<file path="src/rtl/cpu_clk_pkg.sv">
// ----------------------------------------------------------------------------
// cpu_clk_pkg
// Shared definitions for the CPU run-control sequencer: mode encodings,
// sequencer state type, default slow-mode divisor and a mode decode helper.
// ----------------------------------------------------------------------------
package cpu_clk_pkg;

    localparam logic [1:0] MODE_HALT = 2'b00;
    localparam logic [1:0] MODE_STEP = 2'b01;
    localparam logic [1:0] MODE_SLOW = 2'b10;
    localparam logic [1:0] MODE_FAST = 2'b11;

    // 1 Hz at a 100 MHz system clock
    localparam int unsigned DEF_DIV = 100_000_000;

    typedef enum logic [1:0] {
        StHalt = 2'b00,
        StStep = 2'b01,
        StSlow = 2'b10,
        StFast = 2'b11
    } state_e;

    function automatic state_e mode_to_state(input logic [1:0] mode);
        state_e st;
        unique case (mode)
            MODE_HALT: st = StHalt;
            MODE_STEP: st = StStep;
            MODE_SLOW: st = StSlow;
            default:   st = StFast;
        endcase
        return st;
    endfunction

endpackage

</file>
<file path="src/rtl/cpu_clk_ctrl_if.sv">
// ----------------------------------------------------------------------------
// cpu_clk_ctrl_if
// Control/status bundle of the CPU run-control sequencer.
//   master : board side (drives mode, buttons, divisor load, halt request)
//   slave  : cpu_clk_ctrl (drives cpu_ce, running, halted, cycle_cnt)
// With CPU_CLK_CTRL_BREAKPOINT_EN defined the bundle also carries pc, bp_wr,
// bp_addr and bp_on (inputs to the sequencer).
// ----------------------------------------------------------------------------
interface cpu_clk_ctrl_if #(
    parameter int unsigned DIV_W = 32,
    parameter int unsigned CYC_W = 32
);

    logic [1:0]       mode;
    logic             step_btn;
    logic             div_load;
    logic [DIV_W-1:0] div_val;
    logic             halt_req;
    logic             cpu_ce;
    logic             running;
    logic             halted;
    logic [CYC_W-1:0] cycle_cnt;

`ifdef CPU_CLK_CTRL_BREAKPOINT_EN
    logic [31:0]      pc;
    logic             bp_wr;
    logic [31:0]      bp_addr;
    logic             bp_on;

    modport master (
        output mode, step_btn, div_load, div_val, halt_req, pc, bp_wr, bp_addr, bp_on,
        input  cpu_ce, running, halted, cycle_cnt
    );

    modport slave (
        input  mode, step_btn, div_load, div_val, halt_req, pc, bp_wr, bp_addr, bp_on,
        output cpu_ce, running, halted, cycle_cnt
    );
`else
    modport master (
        output mode, step_btn, div_load, div_val, halt_req,
        input  cpu_ce, running, halted, cycle_cnt
    );

    modport slave (
        input  mode, step_btn, div_load, div_val, halt_req,
        output cpu_ce, running, halted, cycle_cnt
    );
`endif

endinterface

</file>
<file path="src/rtl/ce_rate_gen.sv">
// ----------------------------------------------------------------------------
// ce_rate_gen
// Slow-mode rate generator: divisor register, tick counter and terminal-count
// strobe.
//   clk, rst  : system clock, async active-high reset
//   clear_i   : discard the running count (tick -> 0)
//   load_i    : load val_i into the divisor (0 stored as 1), tick -> 0
//   val_i     : new divisor
//   enable_i  : count this cycle (sequencer is in / entering slow run)
//   tc_o      : combinational, high in the cycle tick == divisor-1
// ----------------------------------------------------------------------------
module ce_rate_gen #(
    parameter int unsigned DIV_W   = 32,
    parameter int unsigned DEF_DIV = 100_000_000
) (
    input  logic             clk,
    input  logic             rst,
    input  logic             clear_i,
    input  logic             load_i,
    input  logic [DIV_W-1:0] val_i,
    input  logic             enable_i,
    output logic             tc_o
);

    logic [DIV_W-1:0] div_q, div_d;
    logic [DIV_W-1:0] tick_q, tick_d;

    // A cycle that loads or clears never fires; the count restarts from 0.
    assign tc_o = enable_i & ~clear_i & ~load_i & (tick_q == div_q - DIV_W'(1));

    always_comb begin
        div_d = div_q;
        if (load_i) begin
            div_d = (val_i == '0) ? DIV_W'(1) : val_i;
        end
    end

    always_comb begin
        tick_d = tick_q + DIV_W'(1);
        if (clear_i || load_i || !enable_i || tc_o) begin
            tick_d = '0;
        end
    end

    always_ff @(posedge clk or posedge rst) begin
        if (rst) begin
            div_q  <= DIV_W'(DEF_DIV);
            tick_q <= '0;
        end else begin
            div_q  <= div_d;
            tick_q <= tick_d;
        end
    end

endmodule

</file>
<file path="src/rtl/cpu_clk_ctrl.sv">
// ----------------------------------------------------------------------------
// cpu_clk_ctrl
// Run-control sequencer for the multi-cycle CPU. Issues a registered,
// single-cycle clock enable (cpu_ce) on the system clock in one of four modes:
// halt, single-step (button), slow run (programmable divisor), fast run.
// Ports:
//   clk, rst : system clock, async active-high reset
//   bus      : cpu_clk_ctrl_if.slave
//              in : mode, step_btn, div_load, div_val, halt_req
//              out: cpu_ce, running, halted, cycle_cnt
// Optional: CPU_CLK_CTRL_BREAKPOINT_EN adds a PC breakpoint (pc, bp_wr,
// bp_addr, bp_on on the bus) that sets halted like halt_req does.
// ----------------------------------------------------------------------------
module cpu_clk_ctrl #(
    parameter int unsigned DIV_W   = 32,
    parameter int unsigned DEF_DIV = cpu_clk_pkg::DEF_DIV,
    parameter int unsigned CYC_W   = 32
) (
    input  logic        clk,
    input  logic        rst,
    cpu_clk_ctrl_if.slave bus
);

    import cpu_clk_pkg::*;

    state_e           state_q, state_d;
    logic             cpu_ce_q, cpu_ce_d;
    logic             running_q, running_d;
    logic             halted_q, halted_d;
    logic [CYC_W-1:0] cycle_cnt_q, cycle_cnt_d;
    logic             step_q;
    logic             step_edge;
    logic             slow_tc;
    logic             bp_hit;
    logic             halt_set;

    assign step_edge = bus.step_btn & ~step_q;

`ifdef CPU_CLK_CTRL_BREAKPOINT_EN
    logic [31:0] bp_q, bp_d;

    always_comb begin
        bp_d = bp_q;
        if (bus.bp_wr) begin
            bp_d = bus.bp_addr;
        end
    end

    assign bp_hit = bus.bp_on & running_q & (bus.pc == bp_q);

    always_ff @(posedge clk or posedge rst) begin
        if (rst) begin
            bp_q <= '0;
        end else begin
            bp_q <= bp_d;
        end
    end
`else
    assign bp_hit = 1'b0;
`endif

    assign halt_set = bus.halt_req | bp_hit;

    // Next state, halt flag and outputs are all decided for the coming cycle,
    // so the enable is high in the first cycle of the new state.
    always_comb begin
        state_d = mode_to_state(bus.mode);
        // Halted blocks the run modes; stepping stays available for debug.
        if ((halted_q || halt_set) && (state_d != StStep)) begin
            state_d = StHalt;
        end

        halted_d = halted_q;
        if (halt_set) begin
            halted_d = 1'b1;
        end else if (bus.mode == MODE_HALT) begin
            halted_d = 1'b0;
        end

        cpu_ce_d = 1'b0;
        unique case (state_d)
            StFast:  cpu_ce_d = 1'b1;
            StSlow:  cpu_ce_d = slow_tc;
            StStep:  cpu_ce_d = step_edge;
            default: cpu_ce_d = 1'b0;
        endcase

        running_d   = ((state_d == StSlow) || (state_d == StFast)) && !halted_d;
        cycle_cnt_d = cycle_cnt_q + CYC_W'(cpu_ce_q);
    end

    // Counting only while slow run is selected for the next cycle means the
    // tick restarts from 0 on every entry and is dropped on any exit.
    ce_rate_gen #(
        .DIV_W   (DIV_W),
        .DEF_DIV (DEF_DIV)
    ) u_rate_gen (
        .clk      (clk),
        .rst      (rst),
        .clear_i  (halt_set),
        .load_i   (bus.div_load),
        .val_i    (bus.div_val),
        .enable_i (state_d == StSlow),
        .tc_o     (slow_tc)
    );

    always_ff @(posedge clk or posedge rst) begin
        if (rst) begin
            state_q     <= StHalt;
            cpu_ce_q    <= 1'b0;
            running_q   <= 1'b0;
            halted_q    <= 1'b0;
            cycle_cnt_q <= '0;
            step_q      <= 1'b0;
        end else begin
            state_q     <= state_d;
            cpu_ce_q    <= cpu_ce_d;
            running_q   <= running_d;
            halted_q    <= halted_d;
            cycle_cnt_q <= cycle_cnt_d;
            step_q      <= bus.step_btn;
        end
    end

    assign bus.cpu_ce    = cpu_ce_q;
    assign bus.running   = running_q;
    assign bus.halted    = halted_q;
    assign bus.cycle_cnt = cycle_cnt_q;

endmodule

</file>
<file path="src/flat_wrapper.sv">
// flat-port wrapper written by rule: the top's interface ports become plain ports
module cpu_clk_ctrl_flat import cpu_clk_pkg::*;
#(
    parameter int unsigned DIV_W   = 32,
    parameter int unsigned DEF_DIV = cpu_clk_pkg::DEF_DIV,
    parameter int unsigned CYC_W   = 32
)
  (clk, rst, bus_mode, bus_step_btn, bus_div_load, bus_div_val, bus_halt_req, bus_cpu_ce, bus_running, bus_halted, bus_cycle_cnt);
  cpu_clk_ctrl_if #(.DIV_W(DIV_W), .CYC_W(CYC_W)) bus_i ();
  input  logic clk;
  input  logic rst;
  input wire logic [$bits(bus_i.mode)-1:0] bus_mode;
  input wire logic [$bits(bus_i.step_btn)-1:0] bus_step_btn;
  input wire logic [$bits(bus_i.div_load)-1:0] bus_div_load;
  input wire logic [$bits(bus_i.div_val)-1:0] bus_div_val;
  input wire logic [$bits(bus_i.halt_req)-1:0] bus_halt_req;
  output wire logic [$bits(bus_i.cpu_ce)-1:0] bus_cpu_ce;
  output wire logic [$bits(bus_i.running)-1:0] bus_running;
  output wire logic [$bits(bus_i.halted)-1:0] bus_halted;
  output wire logic [$bits(bus_i.cycle_cnt)-1:0] bus_cycle_cnt;
  assign bus_i.mode = bus_mode;
  assign bus_i.step_btn = bus_step_btn;
  assign bus_i.div_load = bus_div_load;
  assign bus_i.div_val = bus_div_val;
  assign bus_i.halt_req = bus_halt_req;
  assign bus_cpu_ce = bus_i.cpu_ce;
  assign bus_running = bus_i.running;
  assign bus_halted = bus_i.halted;
  assign bus_cycle_cnt = bus_i.cycle_cnt;
  cpu_clk_ctrl #(.DIV_W(DIV_W), .DEF_DIV(DEF_DIV), .CYC_W(CYC_W)) u_core (.clk(clk), .rst(rst), .bus(bus_i));
endmodule
</file>
<file path="config.mk">
export PLATFORM = sky130hd
export DESIGN_NAME = cpu_clk_ctrl_flat
export DESIGN_NICKNAME = d
export VERILOG_FILES = /design/src/rtl/cpu_clk_pkg.sv /design/src/rtl/cpu_clk_ctrl_if.sv /design/src/rtl/ce_rate_gen.sv /design/src/rtl/cpu_clk_ctrl.sv /design/src/flat_wrapper.sv
export SDC_FILE = /design/constraint.sdc
export NUM_CORES = 1
export LEC_CHECK = 0
export BUFFER_PORTS_ARGS = -buffer_cell sky130_fd_sc_hd__buf_4
export CAP_MARGIN = 10
export CORE_ASPECT_RATIO = 1.1
export CORE_UTILIZATION = 30
export DETAILED_ROUTE_END_ITERATION = 10
export PLACE_DENSITY_LB_ADDON = 0.2
export SLEW_MARGIN = 20
export SYNTH_ARGS = -nofsm -noshare
export SYNTH_HDL_FRONTEND = slang
export SYNTH_SLANG_ARGS = --single-unit
</file>
<file path="constraint.sdc">
create_clock -name clk -period 8.87 [get_ports clk]
set_input_delay 1.774 -clock clk [delete_from_list [all_inputs] [get_ports clk]]
set_output_delay 1.774 -clock clk [all_outputs]
set_load 0.05 [all_outputs]
</file>
==> qor.yml, run 1 <==
timing.final.crit_period_ns: 4.62
core_um2: 17700
start_util_pct: 30.6
h-tree-depth: 3
place_area_um2: 6210
finalClockSkew_ns: 0.0106
firstDrtPassIters: 4
finalSetupViolCount: 0
synth-seq-cells: 100
clkTransAtPathRegs_ns: 0.07
cts_setup_buffers: 0
combinationalPowerShare_pct: 13.2
crit_fanout: 26
yosys-top-cells-count: "88 x dfrtp_1, 61 x xnor2_1, 41 x nand2_1, 40 x nor2_1"
multi_input_area_um2: 2800
worstSkewPairLatency_ns: 0.35
die_w_um: 130
seqCellArea_um2: 2520
finalSetupTns_ns: 0
syn_inst: 526
cts_resized: 0
swShare_pct: 26.3
grt_use_total_pct: 14.8
synth.area.top_cells: "dfrtp_1 41%, xnor2_1 9.8%, mux2_2 6.0%"
drc: 0
layout_setup_ws_ns: 4.25
synth_most_common_cell: "dfrtp_1"
routed_wl_mm: 13.2
fill_cells: 1819
die_h_um: 143
drive_gt1_share_pct: 23.5
drv_cap: 0
clock_path_buffers: 2
syn_nets: 569
rsz0062_at_grt: "false"
rows: 51
root_buffer: "clkbuf_16"
p_total_mw: 1.13
cts_sinks: 100
required_ns: 9.09
relSlewSlack_pct: 39.3
grt_pass1_vias: 4019
critPathKind: "in -> reg"
num_antenna_cells: 0
yosysWarnings: 0
num_io_pins: 74
drtAntennaViolNets: 0
antenna_found_initial: 0
synth.distinct_cells: 54
hpwl_mm: 9.87
synthArstFlopShare_pct: 100
power_switching_uw: 297
drtIter0Drc: 219
vias: 4179
cts_made_buffers: 9
cts_tree: "yes"
outcome: "finished, final reports clean"
post-route-period-util_pct: 52.1
cp-start-kind: "input pin"
die-area_um2: 18600
hp-class: "reg -> reg"
slew_violations: 0
wl_per_cell_um: 15.7
viasPerCell: 4.97
grt_max_degree: 73
power_frac_seq_pct: 46.1
ys.flop_type: "dfrtp_1"
yosysSeqAreaShare_pct: 46.4
place.gp.congestion: 0.781
grt_pass1_wl_mm: 21.3
netlist_area_um2: 5430
holdBufCountCts: 0
timing.final.hold_violations: 0
port_buffers: 73
layout.nets: 641
vdd_drop_max_v: 0.000114
synth_edf_count: 0
area_growth_pct: 21.0
fin_area_um2: 6570
p_per_area_nw_per_um2: 172
yosysTopAreaCell: "dfrtp_1"
pre_cts_ws_ns: 3.85
overflow: 0
synth_top_area_share_pct: 40.6
fmax_ghz: 0.216
endpoint_kind: "register"
p_clk_share_pct: 40.7
crit_arrival_ns: 4.84
intPower_uw: 832
post_synth.cell_area_avg_um2: 10.3
power_leakage_nw: 2.78
worst_slew_pin_slew_ns: 0.911
==> area by class of cell <==
type	count	area share (%)
flip-flops and latches	100	38.3
repair buffers	76	8.68
multi-input cells	402	42.6
well taps	238	4.53
clock inverters	5	1.64
inverters	9	0.552
clock buffers	11	3.69
==> path summary, 6_finish.rpt <==
check                                                       startpoint                                 endpoint  slack (ns)  depth (start not counted)
worst max register to register  u_core.u_rate_gen.div_q[2]$_DFFE_PP0P_   u_core.u_rate_gen.tick_q[13]$_DFF_PP0_        5.10                          9
min in group asynchronous                                          rst       u_core.bus.cycle_cnt[29]$_DFF_PP0_        1.40                          2
worst min-delay path                u_core.bus.cycle_cnt[31]$_DFF_PP0_       u_core.bus.cycle_cnt[31]$_DFF_PP0_        0.48                          1
worst min register to register      u_core.bus.cycle_cnt[31]$_DFF_PP0_       u_core.bus.cycle_cnt[31]$_DFF_PP0_        0.48                          1
worst max-delay path                                      bus_halt_req   u_core.u_rate_gen.tick_q[13]$_DFF_PP0_        4.25                         11
max in group asynchronous                                          rst  u_core.u_rate_gen.div_q[30]$_DFFE_PP0P_        6.24                          3
==> worst max-delay path: stages <==
cell       delay, ns
buf_4           0.11
or3b_1          0.44
or3_1           0.33
buf_4           0.23
nor4_1          0.30
nand4_1         0.11
nor4_1          0.33
o2111ai_1       0.21
nor4b_4         0.51
buf_4           0.37
nor3_1          0.09
==> per-layer routing <==
layer	track usage (%)	routed length (um)	part of all wire, %	up-vias
li1	-	-	-	2018
met1	21.1	6450	49	2073
met2	22.5	6130	46	76
met3	3.03	514	3.9	12
met4	4.04	152	1.1	0
met5	0	0	0	-
==> power groups by stage <==
stage | clock network, mW | registers (mW) | logic (mW)
after floorplan | 0 | 0.547 | 0.0703
after global placement | 0 | 0.528 | 0.148
after detailed placement | 0 | 0.529 | 0.150
after CTS | 0.473 | 0.521 | 0.150
after global routing | 0.487 | 0.526 | 0.162
final | 0.460 | 0.521 | 0.149
==> flip-flops by register name (all words and copies together), names as in the netlist <==
signal / count
u_core.bus.cpu_ce: 1
u_core.bus.cycle_cnt: 32
u_core.bus.running: 1
u_core.u_rate_gen.div_q: 32
u_core.u_rate_gen.tick_q: 32
u_core.step_q: 1
u_core.bus.halted: 1
==> cell families (layout without fill, tap and decap cells) <==
family                     Yosys count  after routing  synth area share (%)
DFF                                100            100                  46.4
buffers and inverters               24            101                  2.21
muxes                               35             35                  7.12
and+or+nand+nor                    232            232                  23.0
AOI/OAI and AO/OA                   32             32                  4.19
xor gates and xnor gates            99             99                  16.2
adders and majority gates            4              4                 0.922
==> layout by cell type, fill, tap and decap left out, drive strengths merged, types with 20 or more instances in the layout <==
| cell type | Yosys | layout |
|---|---|---|
| buf | 5 | 76 |
| dfrtp | 88 | 88 |
| mux2 | 29 | 29 |
| nand2 | 41 | 41 |
| nand3 | 28 | 28 |
| nor2 | 40 | 40 |
| nor3 | 37 | 37 |
| nor4 | 20 | 20 |
| xnor2 | 61 | 61 |
| xor2 | 37 | 37 |
==> through the flow <==
stage,utilization [%],hold slack (ns),cells
after floorplan,-,0.496,526
after global placement,35.0,0.462,825
after detailed placement,35.0,0.462,825
after CTS,37.0,0.477,841
after global routing,37.0,0.509,841
final,37.0,0.476,841
(Power assumes the default switching activity.)
==> run 2, diff against run 1 <==
clock period = 4.3 ns   (was 8.87 ns; I/O delays follow)
==> run 2 against run 1 <==
Effect of this change:
- register-to-register slack worse by 4.4 ns
- largest cell class unchanged
- first-iteration DRC count decreased by 10%
- sequential share of layout area up 0.19 points
- combinational power up 110%
- non-clock buffer count up 1
- largest power group unchanged
- design area decreased by 0.50%
- worst setup slack got worse by 3.5 ns
- power increased by 99%
- critical endpoint is now u_core.u_rate_gen.tick_q[30]$_DFF_PP0_
- sequential power is 110% higher
==> qor.yml, run 2 (synthesized netlist as in run 1, its figures left out) <==
area_growth_pct: 20.4
layout.nets: 642  # +0.16%
vias: 4140  # -0.93%
p_per_area_nw_per_um2: 343  # +100%
rsz0062_at_grt: "false"
clkTransAtPathRegs_ns: 0.07  # about the same
drc: 0  # unchanged
r2r_cells: 11  # +2
layout_commonest_cell: "dfrtp_1"
firstDrtPassIters: 4  # unchanged
required_ns: 4.52  # -4.57 ns
cts_tree: "yes"
fmax_ghz: 0.279
fin_util_pct: 36.9  # -0.18 points
fill_cells: 1862  # +2.4%
pre_cts_ws_ns: 0.511  # -3.34 ns
timing.final.crit_period_ns: 3.58
vdd_drop_max_v: 0.000230  # +100%
routed_wl_mm: 13.5  # +1.6%
cp-start-kind: "register"
relSlewSlack_pct: 25.9  # -13 points
drtAntennaViolNets: 0  # unchanged
die_h_um: 143  # unchanged
r2r-end: "u_core.u_rate_gen.tick_q[30]$_DFF_PP0_"
rows: 51  # unchanged
cp_top_family: "simple AND/OR/NAND/NOR gates"
crit_arrival_ns: 3.80  # -1.04 ns
fin_area_um2: 6540  # -0.50%
place_area_um2: 6220  # +0.12%
critPathKind: "reg -> reg"
antenna_found_initial: 0  # unchanged
hpwl_mm: 9.96  # +0.91%
finalSetupViolCount: 0  # unchanged
port_buffers: 73  # unchanged
worstSkewPairLatency_ns: 0.35  # about the same
clock_path_buffers: 2  # unchanged
cts_resized: 0  # unchanged
p_total_mw: 2.24  # +99%
crit_fanout: 33  # +27%
cp_cell_sequence: "inv_1 -> ha_1 -> or4b_2 -> nor4bb_1 -> mux2_2 -> nand4_1 -> nor4_1 -> o2111ai_1 -> nor4b_4 -> buf_4 -> nor3_1"
core_um2: 17700  # unchanged
cts_sinks: 100  # unchanged
cts_made_buffers: 9  # unchanged
r2r_slack_ns: 0.72  # -4.38 ns
hp-class: "in -> async"
wl_per_cell_um: 16.0  # +1.5%
slew_violations: 0  # unchanged
die_w_um: 130  # unchanged
start_util_pct: 30.6  # unchanged
holdBufCountCts: 0  # unchanged
crit_slowest_cell: "or4b_2"
drtIter0Drc: 197  # -10%
power_leakage_nw: 2.77  # -0.39%
final_cell_mix: "88 x dfrtp_1, 77 x buf_4, 61 x xnor2_1"
outcome: "finished, final reports clean"
grt_pass1_wl_mm: 21.8  # +2.6%
path_buf_inv: 2  # -1
layout_setup_ws_ns: 0.717  # -3.53 ns
grt_max_degree: 41  # -44%
post-route-period-util_pct: 83.3
overflow: 0  # unchanged
finalClockSkew_ns: 0.00872  # -0.00189 ns
worst_slew_pin_slew_ns: 1.10  # +0.192 ns
cts_setup_buffers: 0  # unchanged
timing.final.hold_violations: 0  # unchanged
num_io_pins: 74  # unchanged
reg2reg_from: "u_core.u_rate_gen.div_q[0]$_DFFE_PP0P_"
num_antenna_cells: 0  # unchanged
grt_pass1_vias: 4204  # +4.6%
grt_use_total_pct: 15.1  # +0.33 points
endpoint_kind: "register"
root_buffer: "clkbuf_16"
drv_cap: 0  # unchanged
h-tree-depth: 3  # unchanged
drive_gt1_share_pct: 23.7  # +0.13 points
viasPerCell: 4.92  # -1.1%
place.gp.congestion: 0.834  # +6.8%
slowest_delay_ns: 0.68  # +0.17 ns
die-area_um2: 18600  # unchanged
finalSetupTns_ns: 0  # unchanged
## run 2: cell count changes in the layout (fill, tap and decap cells not counted)
cell	previous run	this run
nor3_1	36	37
buf_4	76	77
inv_8	0	1
bufinv_16	3	1
nor3_2	1	0
inv_6	1	3
clkbuf_1	1	0
## run 2: layer usage
layer,up-vias,track usage (%),part of all wire (%)
li1,2020,-,-
met1,2054,20.8,49
met2,57,24.4,47
met3,9,2.47,2.7
met4,0,3.98,1.0
met5,-,0,0
## run 2: per-stage QoR
stage | hold WS, ns | std cells
5_1_grt | 0.488 | 842
4_1_cts | 0.475 | 842
3_5_place_dp | 0.492 | 826
6_report | 0.466 | 842
2_1_floorplan | 0.496 | 526
3_3_place_gp | 0.466 | 826
## run 2: worst max path at each step
stage	start	to	slack (ns)	depth (start not counted)
4_1_cts	u_core.u_rate_gen.div_q[0]$_DFFE_PP0P_	u_core.u_rate_gen.tick_q[31]$_DFF_PP0_	0.73	11
2_1_floorplan	rst	u_core.bus.cpu_ce$_DFF_PP0_	0.84	1
3_5_place_dp	bus_halt_req	u_core.u_rate_gen.tick_q[31]$_DFF_PP0_	0.51	10
6_report	u_core.u_rate_gen.div_q[0]$_DFFE_PP0P_	u_core.u_rate_gen.tick_q[30]$_DFF_PP0_	0.72	11
5_1_grt	u_core.u_rate_gen.div_q[0]$_DFFE_PP0P_	u_core.u_rate_gen.tick_q[24]$_DFF_PP0_	0.49	11
3_3_place_gp	bus_halt_req	u_core.u_rate_gen.tick_q[31]$_DFF_PP0_	0.66	10
## run 2: layout make-up
type / count / area [um^2] / share of cell area (%)
Timing Repair Buffer: 77 / 578 / 8.84
Clock buffer: 10 / 239 / 3.66
Multi-Input combinational cell: 402 / 2790 / 42.7
Sequential cell: 100 / 2520 / 38.5
Tap cell: 238 / 298 / 4.56
Clock inverter: 6 / 76.3 / 1.17
Inverter: 9 / 36.3 / 0.555
## run 2: where the power goes
group | total, mW | switching [mW] | internal, mW
sequential | 1.07 | 0.0726 | 0.999
clock | 0.867 | 0.388 | 0.479
combinational | 0.306 | 0.178 | 0.128
total | 2.24 | 0.638 | 1.61
